$ cat config.mk
export PLATFORM = sky130hd
export DESIGN_NAME = problem_d
export DESIGN_NICKNAME = d
export VERILOG_FILES = /design/src/rtl/problem_d_pkg.sv /design/src/rtl/problem_d_next.sv /design/src/rtl/problem_d.sv
export SDC_FILE = /design/constraint.sdc
export NUM_CORES = 1
export LEC_CHECK = 0
export BUFFER_PORTS_ARGS = -buffer_cell sky130_fd_sc_hd__buf_2
export CORE_AREA = 2 2 39 41
export CTS_CLUSTER_SIZE = 20
export DETAILED_ROUTE_END_ITERATION = 8
export DIE_AREA = 0 0 41 43
export PLACE_DENSITY = 0.36
export SYNTH_ARGS = -nofsm -noshare
export SYNTH_HDL_FRONTEND = slang
export SYNTH_SLANG_ARGS = --single-unit
$ cat constraint.sdc
create_clock -name clk -period 1.35 [get_ports clk]
set_input_delay 0.27 -clock clk [delete_from_list [all_inputs] [get_ports clk]]
set_output_delay 0.27 -clock clk [all_outputs]
set_load 0.01 [all_outputs]
$ cat src/rtl/problem_d_pkg.sv
// Shared mode encodings for the parity counter.
package problem_d_pkg;

   typedef logic [1:0] mode_t;

   localparam mode_t MODE_EVEN = 2'b00;
   localparam mode_t MODE_ODD  = 2'b01;
   localparam mode_t MODE_LOAD = 2'b10;
   localparam mode_t MODE_HOLD = 2'b11;

endpackage

$ cat src/rtl/problem_d_next.sv
// Combinational next-state function of the parity counter: (A, Z) -> next Z.
module problem_d_next
   import problem_d_pkg::*;
#(
   parameter int WIDTH = 4
) (
   input  logic [1:0]       a,
   input  logic [WIDTH-1:0] z,
   output logic [WIDTH-1:0] z_next
);

   localparam logic [WIDTH-1:0] STEP = WIDTH'(2);
   localparam logic [WIDTH-1:0] ONE  = WIDTH'(1);

   always_comb begin
      z_next = z;
      case (mode_t'(a))
         // A value of the wrong parity realigns first; stepping resumes next cycle.
         MODE_EVEN: z_next = z[0] ? '0 : z + STEP;
         MODE_ODD:  z_next = z[0] ? z + STEP : ONE;
         MODE_LOAD: z_next = '1;
         default:   z_next = z;
      endcase
   end

endmodule

$ cat src/rtl/problem_d.sv
// Mode-controlled parity counter: state register with synchronous active-low reset.
module problem_d
   import problem_d_pkg::*;
#(
   parameter int WIDTH = 4
) (
   input  logic             clk,
   input  logic             reset,
   input  logic [1:0]       A,
   output logic [WIDTH-1:0] Z
);

   logic [WIDTH-1:0] z_reg;
   logic [WIDTH-1:0] z_next;

   problem_d_next #(
      .WIDTH(WIDTH)
   ) u_next (
      .a      (A),
      .z      (z_reg),
      .z_next (z_next)
   );

   always_ff @(posedge clk) begin
      if (!reset) begin
         z_reg <= '0;
      end else begin
         z_reg <= z_next;
      end
   end

   assign Z = z_reg;

endmodule

==> impl_results.md <==
* Slew margin rel. at 84.35%
* PortBufs at 7
* Grt total ovfl at 0
* Worst Hold Depth at 2
* Root buf cell: clkbuf_4
* # setup viols final at 0
* Layout fillers at between 150 and 200
* Die Y at ~43 um
* Reg2Reg Depth at 3
* Resize count post-CTS at 0
* Initial drt markers at 6
* Unrepaired setup endpoints after global routing: false
* Largest net degree at the start of global routing at 9
* Min-Delay Path Class: input port to flop
* Max-cap violations at 0
* WS Path Type: input port to flop
* Fin. Hold Viols at 0
* Core Footprint at 1384 um2
* Clk pin slew, worst setup/hold paths at 0.04 ns
* Post-synth EDFFs at 0
* Post-CTS Repair Setup Buffers at 0
* Outcome: completed
* Internal at 0.2792 mW
* Total Routing Usage GR at between 10 and 15%
* Post-synthesis cell count at 33
* Clock sink count at 4
* Area occupied by multi-input gates at roughly 190 um2
* CTS tree: done
* Most common flop cell mapped by yosys: dfxtp_1
* Mapped cell area at approximately 280 um2
* CTS Buf Count at 3
* P_sw at between 0.1 and 0.15 mW
* Non-filler instance count after layout at 63
* Worst skew pair latency at 0.24 ns
* Sw Ratio at 28.32%
* Final worst path period share at 89.69%
* Final Skew at slightly above 0.002 ns
* Ys Warns at 0
* Drt pass-1 iters at 3
* Area post-placement at approximately 370 um2
* Seq pwr share at 35.8%
* Met3 wire length at 75 um
* Worst Path Arrival at about 1.4 ns
* Routed WL at 672 um
* CP startpoint kind: input port
* Crit end category: flop
* Std-Cell Rows at 14
* Io pins at 8
* Synth async-reset ratio at 0%
* Comb power frac at 24.4%
* Routed length on met1 at 269 um
* Met2 wire len at 327 um
* Crit path max fanout at 7
* Post-layout min period at between 1 and 1.5 ns
* Number of global-route vias before repair at 270
* Vias/cell at 4.635
* Residual DRC at 0
* HPWL after DPL at 534.7 um
* Share of layout cells above drive strength 1 at a little over a third
* Placed cell count at 60
* Top Layer Used: met3
* Clk network pwr share at roughly two fifths
* RePlAce Congestion at 0.7063
* Sequential cell area fraction in the yosys report at between 20% and 30%
* Vias at 292
* Detail Route Antenna Nets at 0
* Pins Over Slew Limit at 0
* Total Nets Final at 57
* CTS Buffer Depth at 2
* Post-CTS Hold Buffers at 0
* WL/cell at 10.67 um
* Starting Density at a little over 20%
* Max FFs per register at 4
* N_diodes at 0
* Synth cell types at 19
* Worst-Margin Slew at roughly 0.23 ns
* Initial antenna violation count at 0
* Overall Power at 0.3895 mW
* Worst EP required at 1.53 ns
* Pwr Density at 1004 nW/um2
* Achievable frequency at 825.9 MHz
* Pleak at 0.1859 nW
* Final WS setup at approximately 0.14 ns
* Mapped Avg Cell Area at between 8 and 9 um2
* CTS H-tree depth at 1
* Worst IR drop on VDD at ~320 uV
* Die Area at 1763 um2
* Register bit count reported by yosys at 4
* Fin area at 387.9 um2
* Syn_nets at 41
* First-pass GRT wire length at 1.124 mm
* Pre-CTS worst setup slack at -0.1298 ns
* Synth-to-Final Area Change at 38.39%
* Die W at 41 um
* Area occupied by registers at 80.08 um2
[cell type report]
cell class	instances	share of cell area [%]
tap	16	5.161
clock buffer	3	5.806
multi-input combinational	25	47.74
sequential	4	20.65
inverter	4	3.871
timing repair buffer	11	16.77
[worst max-delay path, cell delays in order]
cell and delay, ns:
buf_2 0.10, inv_1 0.04, ha_1 0.36, nand2b_1 0.17, a221oi_1 0.24, o221a_1 0.21
[worst paths after layout]
kind                                         from           endpoint  slack [ns]
worst max-delay path                         A[0]  Z[3]$_SDFFE_PN0P_        0.14
worst min-delay path                        reset  Z[3]$_SDFFE_PN0P_        0.31
worst max register to register  Z[1]$_SDFFE_PN0P_  Z[3]$_SDFFE_PN0P_        0.25
worst min register to register  Z[3]$_SDFFE_PN0P_  Z[3]$_SDFFE_PN0P_        0.56
[per-layer routing]
layer | vias up | global-route usage, %
li1 | 148 | -
met1 | 136 | 10.65
met2 | 8 | 14.69
met3 | 0 | 9.424
met4 | 0 | 2.000
met5 | - | 0
[cell families after synthesis]
kind of cell	after synthesis	synth area share [%]
compound gates	10	23.66
fa+ha+maj	4	17.86
simple gates	10	20.54
mux	1	4.018
flops	4	28.57
buf+inv	4	5.356
[Yosys cell counts (all sizes together), types with 2 or more instances]
| cell | n | area [um2] |
|---|---|---|
| dfxtp | 4 | 80.08 |
| ha | 4 | 50.05 |
| inv | 4 | 15.01 |
| nand2 | 2 | 7.510 |
| nand2b | 2 | 15.02 |
| nor2 | 2 | 7.510 |
| o21ai | 5 | 25.02 |
[through the flow]
step | util (%) | hold WS [ns] | TNS [ns]
CTS | 28.03 | 0.3118 | 0
detailed placement | 26.40 | 0.5526 | -0.2894
global route | 28.03 | 0.3177 | 0
global placement | 26.40 | 0.5329 | -0.1976
finish | 28.03 | 0.3134 | 0
floorplan | - | 0.4119 | 0
[cells in the final DEF (no fill, tap or decap), drive strengths merged]
master	n
a21oi	1
nand4b	1
o221a	1
ha	4
nor2	2
clkbuf	3
o21ai	5
nand2b	2
mux2	1
inv	4
nand3b	1
a41oi	1
buf	11
dfxtp	4
a221oi	1
a21boi	1
and3	1
nand2	2
nor3	1
[power groups by stage]
| stage | Sequential, mW | Clock [mW] | Combinational, mW |
|---|---|---|---|
| final | 0.139 | 0.155 | 0.0949 |
| after global routing | 0.142 | 0.167 | 0.108 |
| after CTS | 0.140 | 0.164 | 0.0967 |
| after detailed placement | 0.142 | 0 | 0.0966 |
| after global placement | 0.141 | 0 | 0.0929 |
| after floorplan | 0.145 | 0 | 0.0524 |
Note: power is estimated with default switching activity, not from simulation.
